File: src/rtl/lsu_ram_port.sv
// Load/store initiator between the memory stage and a byte-addressed data RAM.
// One request in flight: IDLE accepts, ACCESS strobes the RAM for one cycle, RESP holds the result.
module lsu_ram_port #(
  parameter int unsigned W         = 32,
  parameter int unsigned ADDR_BITS = 8,
  parameter int unsigned TYPE_W    = 4
) (
  input  logic              clk,
  input  logic              rst_n,
  input  logic              req_valid,
  output logic              req_ready,
  input  logic              req_we,
  input  logic [2:0]        req_funct3,
  input  logic [W-1:0]      req_addr,
  input  logic [W-1:0]      req_wdata,
  output logic              rsp_valid,
  input  logic              rsp_ready,
  output logic [W-1:0]      rsp_rdata,
  output logic              rsp_err,
  output logic [W-1:0]      ram_addr,
  output logic [W-1:0]      ram_wdat,
  output logic              ram_we,
  output logic              ram_re,
  output logic [TYPE_W-1:0] ram_type,
  output logic              sign,
  input  logic [W-1:0]      ram_rdata
);

  localparam int unsigned AW1 = ADDR_BITS + 1;

  typedef enum logic [1:0] {StIdle, StAccess, StResp} state_e;

  state_e              state_q, state_d;
  logic [W-1:0]        ram_addr_q, ram_addr_d;
  logic [W-1:0]        ram_wdat_q, ram_wdat_d;
  logic                ram_we_q, ram_we_d;
  logic                ram_re_q, ram_re_d;
  logic [TYPE_W-1:0]   ram_type_q, ram_type_d;
  logic                sign_q, sign_d;
  logic                rsp_valid_q, rsp_valid_d;
  logic                rsp_err_q, rsp_err_d;
  logic [W-1:0]        rsp_rdata_q, rsp_rdata_d;

  logic [2:0]          size_m1;
  logic [AW1-1:0]      last_byte;
  logic                f3_ok, hi_ok, legal;
  logic [TYPE_W-1:0]   req_type;

  // Request decode: legality and RAM size/mask code.
  always_comb begin
    size_m1 = 3'd3;
    req_type = TYPE_W'(4'b0000);
    f3_ok = 1'b0;
    unique case (req_funct3[1:0])
      2'b00:   size_m1 = 3'd0;
      2'b01:   size_m1 = 3'd1;
      default: size_m1 = 3'd3;
    endcase
    unique case (req_funct3)
      3'b000, 3'b001, 3'b010: f3_ok = 1'b1;
      3'b100, 3'b101:         f3_ok = ~req_we;
      default:                f3_ok = 1'b0;
    endcase
    // Widened sum catches accesses that would wrap past the top of the RAM.
    last_byte = {1'b0, req_addr[ADDR_BITS-1:0]} + AW1'(size_m1);
    hi_ok     = (req_addr[W-1:ADDR_BITS] == '0);
    legal     = f3_ok & hi_ok & ~last_byte[ADDR_BITS];
    if (req_we) begin
      unique case (req_funct3[1:0])
        2'b00:   req_type = TYPE_W'(4'b0001);
        2'b01:   req_type = TYPE_W'(4'b0011);
        default: req_type = TYPE_W'(4'b1111);
      endcase
    end else begin
      unique case (req_funct3[1:0])
        2'b00:   req_type = TYPE_W'(4'b0001);
        2'b01:   req_type = TYPE_W'(4'b0010);
        default: req_type = TYPE_W'(4'b1000);
      endcase
    end
  end

  always_comb begin
    state_d     = state_q;
    ram_addr_d  = ram_addr_q;
    ram_wdat_d  = ram_wdat_q;
    ram_we_d    = 1'b0;
    ram_re_d    = 1'b0;
    ram_type_d  = '0;
    sign_d      = 1'b0;
    rsp_valid_d = rsp_valid_q;
    rsp_err_d   = rsp_err_q;
    rsp_rdata_d = rsp_rdata_q;
    unique case (state_q)
      StIdle: begin
        if (req_valid) begin
          if (legal) begin
            state_d    = StAccess;
            ram_addr_d = req_addr;
            ram_wdat_d = req_wdata;
            ram_we_d   = req_we;
            ram_re_d   = ~req_we;
            ram_type_d = req_type;
            sign_d     = ~req_we & ~req_funct3[2];
          end else begin
            state_d     = StResp;
            rsp_valid_d = 1'b1;
            rsp_err_d   = 1'b1;
            rsp_rdata_d = '0;
          end
        end
      end
      StAccess: begin
        state_d     = StResp;
        rsp_valid_d = 1'b1;
        rsp_err_d   = 1'b0;
        rsp_rdata_d = ram_we_q ? '0 : ram_rdata;
      end
      StResp: begin
        if (rsp_ready) begin
          state_d     = StIdle;
          rsp_valid_d = 1'b0;
          rsp_err_d   = 1'b0;
        end
      end
      default: state_d = StIdle;
    endcase
  end

  always_ff @(posedge clk or negedge rst_n) begin
    if (!rst_n) begin
      state_q     <= StIdle;
      ram_addr_q  <= '0;
      ram_wdat_q  <= '0;
      ram_we_q    <= 1'b0;
      ram_re_q    <= 1'b0;
      ram_type_q  <= '0;
      sign_q      <= 1'b0;
      rsp_valid_q <= 1'b0;
      rsp_err_q   <= 1'b0;
      rsp_rdata_q <= '0;
    end else begin
      state_q     <= state_d;
      ram_addr_q  <= ram_addr_d;
      ram_wdat_q  <= ram_wdat_d;
      ram_we_q    <= ram_we_d;
      ram_re_q    <= ram_re_d;
      ram_type_q  <= ram_type_d;
      sign_q      <= sign_d;
      rsp_valid_q <= rsp_valid_d;
      rsp_err_q   <= rsp_err_d;
      rsp_rdata_q <= rsp_rdata_d;
    end
  end

  // Ready is held low while reset is asserted.
  assign req_ready = (state_q == StIdle) & rst_n;
  assign rsp_valid = rsp_valid_q;
  assign rsp_err   = rsp_err_q;
  assign rsp_rdata = rsp_rdata_q;
  assign ram_addr  = ram_addr_q;
  assign ram_wdat  = ram_wdat_q;
  assign ram_we    = ram_we_q;
  assign ram_re    = ram_re_q;
  assign ram_type  = ram_type_q;
  assign sign      = sign_q;

endmodule

File: config.mk
export PLATFORM = sky130hd
export DESIGN_NAME = lsu_ram_port
export DESIGN_NICKNAME = d
export VERILOG_FILES = /design/src/rtl/lsu_ram_port.sv
export SDC_FILE = /design/constraint.sdc
export NUM_CORES = 1
export LEC_CHECK = 0
export CORE_MARGIN = 5
export CORE_UTILIZATION = 42
export CTS_CLUSTER_DIAMETER = 50
export DETAILED_ROUTE_END_ITERATION = 8
export HOLD_SLACK_MARGIN = 0.15
export PLACE_DENSITY = 0.85
export SETUP_SLACK_MARGIN = 0.05
export SYNTH_ARGS = -nofsm -noshare
export SYNTH_HDL_FRONTEND = slang
export SYNTH_SLANG_ARGS = --single-unit
File: constraint.sdc
create_clock -name clk -period 3.15 [get_ports clk]
set_input_delay 0.63 -clock clk [delete_from_list [all_inputs] [get_ports clk]]
set_output_delay 0.63 -clock clk [all_outputs]
set_load 0.03 [all_outputs]
==> metrics <==
Total Routed Length=13260 um; Num Clock Sinks=107; DRT antenna net count=0; # nets final=691; Clock Root Buffer=sky130_fd_sc_hd__clkbuf_16; placed instance area=0.007061 sq mm; count of pins over their slew limit=0; pin count of the biggest net entering global routing=62; setup fix buffers added after clock tree synthesis=0; first-pass GRT wire length=20570 um; clock buffer count from CTS=9; H-tree depth=3; clock-pin slew of the registers on the worst-case setup and hold paths=0.07 ns; run status=complete, no violations; multi-input gate area in the final layout=0.001988 sq mm; setup TNS=0 ns; cell type with the largest total area after synthesis=sky130_fd_sc_hd__dfrtp_1; startpoint class of the critical path=primary input; clock latency at the later pin of the worst-skew pair=0.33 ns; crit path kind=in2reg; share of the core filled with cells in the final layout=65.45%; number of design rule violations left after detail routing=0; CTS hold repair buffers=0; fin area=0.007410 sq mm; Detailed Place HPWL=9788 um; area of the die=0.01370 sq mm; worst path bufs/invs=2; Switching Fraction=24.82%; Die W=117.1 um; Synthesized Nets=487; P_sw=0.7933 mW; Worst setup EP type=flip-flop; hold slack=0.3818 ns; count of warnings emitted by yosys=0; data arrival time of the critical path=2.82 ns; post-DR wirelength/cell=18.16 um; Async S/R FF share, synth=100.0%; largest cells by area after synthesis=sky130_fd_sc_hd__dfrtp_1 (56%), sky130_fd_sc_hd__mux2_4 (7.8%), sky130_fd_sc_hd__mux2i_1 (7.1%); Syn Std Cell Area=0.004815 sq mm; Max Clk Rate=384.7 MHz; total of endpoints with negative setup slack in the final report=0; leakage dissipation=3.330 nW; count of routing violations after the opening detailed-route iteration=212; worst hold path class=in2async; deepest clock path buffer count=2; part of the power in registers=44.0%; launching point of the worst reg2reg path=state_q[1]; number of iterations in the first detailed-routing pass=4; global-route usage over all layers=19.22%; normalized max-slew margin=48.81%; number of cells on the worst reg-to-reg path=6; site row count=39; die height=117.1 um; Syn Area/Cell=12.74 sq um; cell area power density=431.3 mW/mm^2; IR drop worst, VDD=0.0003107 V; Top delay family on crit path=buffers and inverters; layout filler cell count=837; top library cells by usage in the layout, fill and taps aside=sky130_fd_sc_hd__clkdlybuf4s50_1 (208), sky130_fd_sc_hd__dfrtp_1 (107), sky130_fd_sc_hd__nor2_1 (41); Synth-to-Final Area Change=53.90%; Core Region=0.01132 sq mm; setup clock skew after layout=0.007163 ns; endpoints failing hold=0; Overflow after GRT=0; io pins=210; vias per cell=5.126; number of diodes added for antenna fixing=0; setup slack of the most critical reg-to-reg path=1.01 ns; Vias=3742; fraction of layout cells with a size suffix above 1=12.44%; share of the clock period used by the worst path after layout=82.52%; Tightest Pin Transition=0.7678 ns; number of distinct standard cells referenced by the synthesized netlist=29; Final min period=2.599 ns; Clock Power Share=40.3%; Resized Gates After CTS=0; sequential cell area fraction in the yosys report=55.61%; RSZ-0062 raised after global routing=false; Slowest Stage Delay on Critical Path=0.51 ns; antenna violations before repair=0; sequence of cells on the critical path=clkdlybuf4s50_1 -> ha_1 -> nand2_1 -> o21bai_1 -> a41oi_2 -> nand4_4 -> buf_12 -> mux2_2; number of port buffers=209; flops & latches, synth=107; highest fanout seen on the critical path=54; Critical-path top delay cell=sky130_fd_sc_hd__clkdlybuf4s50_1; area taken by flip-flops and latches=0.002678 sq mm; number of instances in the synthesized netlist=378; count of maximum capacitance violations=0; starting density of the core=42.53%; worst reg2reg path endpoint=rsp_rdata[30]; most frequent standard cell in the layout excluding fill and tap cells=sky130_fd_sc_hd__clkdlybuf4s50_1; critical path data required time=3.37 ns; number of enable-type register cells in the synthesized netlist=0; placer congestion estimate=0.7740; via count of the first global-routing pass=4023; Main synth FF type=sky130_fd_sc_hd__dfrtp_1; CTS tree=done; area share of the largest cell type after synthesis=55.61%; Comb pwr share=15.7%; design internal power=2.402 mW
-- worst max-delay path by stage --
stage                        from             to  slack (ns)  depth (start not counted)
floorplan           req_funct3[1]  rsp_rdata[10]        0.90                          8
global placement    req_funct3[1]   rsp_rdata[0]        0.28                          8
detailed placement  req_funct3[1]    ram_wdat[0]        0.21                          8
CTS                 req_funct3[1]    ram_wdat[0]        0.57                          8
global route        req_funct3[1]    ram_wdat[0]        0.42                          8
finish              req_funct3[1]    ram_wdat[0]        0.55                          8
-- through the flow --
stage	worst slack [ns]	cells	power, mW
after floorplan	0.8972	378	1.664
after global placement	0.2765	714	1.932
after detailed placement	0.2076	714	1.943
after CTS	0.5683	730	3.240
after global routing	0.4227	730	3.328
final	0.5505	730	3.196
-- kinds of logic after synthesis --
| family | count (synthesis) | share of synthesized area [%] |
|---|---|---|
| compound gates | 42 | 8.290 |
| fa+ha+maj | 5 | 1.299 |
| buf+inv | 33 | 3.404 |
| flops | 107 | 55.61 |
| mux | 74 | 18.37 |
| simple gates | 117 | 13.02 |
-- flip-flops by register name, indices dropped and copies added, names as in the netlist --
name and cells:
state_q 2, ram_we 1, ram_type 4, rsp_rdata 32, rsp_valid 1, sign 1, ram_wdat 32, rsp_err 1
ram_addr 32, ram_re 1
-- power by group through the flow --
stage	logic, mW	clock network [mW]	registers (mW)
floorplan	0.204	0	1.46
global placement	0.499	0	1.43
detailed placement	0.508	0	1.43
CTS	0.510	1.32	1.41
global route	0.546	1.37	1.41
finish	0.502	1.29	1.41
-- Yosys cell counts (2+ instances only) --
master / instances
sky130_fd_sc_hd__dfrtp_1: 107
sky130_fd_sc_hd__nor2_1: 41
sky130_fd_sc_hd__mux2i_1: 34
sky130_fd_sc_hd__nor2b_1: 33
sky130_fd_sc_hd__a221o_1: 32
sky130_fd_sc_hd__and2_1: 25
sky130_fd_sc_hd__mux2_4: 25
sky130_fd_sc_hd__mux2_2: 15
sky130_fd_sc_hd__clkbuf_1: 13
sky130_fd_sc_hd__buf_2: 8
sky130_fd_sc_hd__inv_1: 7
sky130_fd_sc_hd__nor4_1: 6
sky130_fd_sc_hd__ha_1: 5
sky130_fd_sc_hd__nand2_1: 5
sky130_fd_sc_hd__buf_6: 4
sky130_fd_sc_hd__a21oi_1: 2
sky130_fd_sc_hd__a31o_2: 2
sky130_fd_sc_hd__and4_1: 2
sky130_fd_sc_hd__nand4_1: 2
-- metal layers --
layer	global-route usage (%)	wire, um	up-vias	share of wire [%]
met5	0	0	-	0
met4	5.887	212	0	1.6
met3	4.370	1058	15	8.0
met2	32.99	6443	161	49
met1	24.28	5541	1822	42
li1	-	-	1744	-
-- area by class of cell --
| class | instances | area share [%] |
|---|---|---|
| Clock inverter | 7 | 1.672 |
| Multi-Input combinational cell | 238 | 26.83 |
| Clock buffer | 9 | 3.040 |
| Timing Repair Buffer | 219 | 29.55 |
| Inverter | 7 | 0.3546 |
| Tap cell | 143 | 2.415 |
| Sequential cell | 107 | 36.14 |
(Power assumes the default switching activity.)
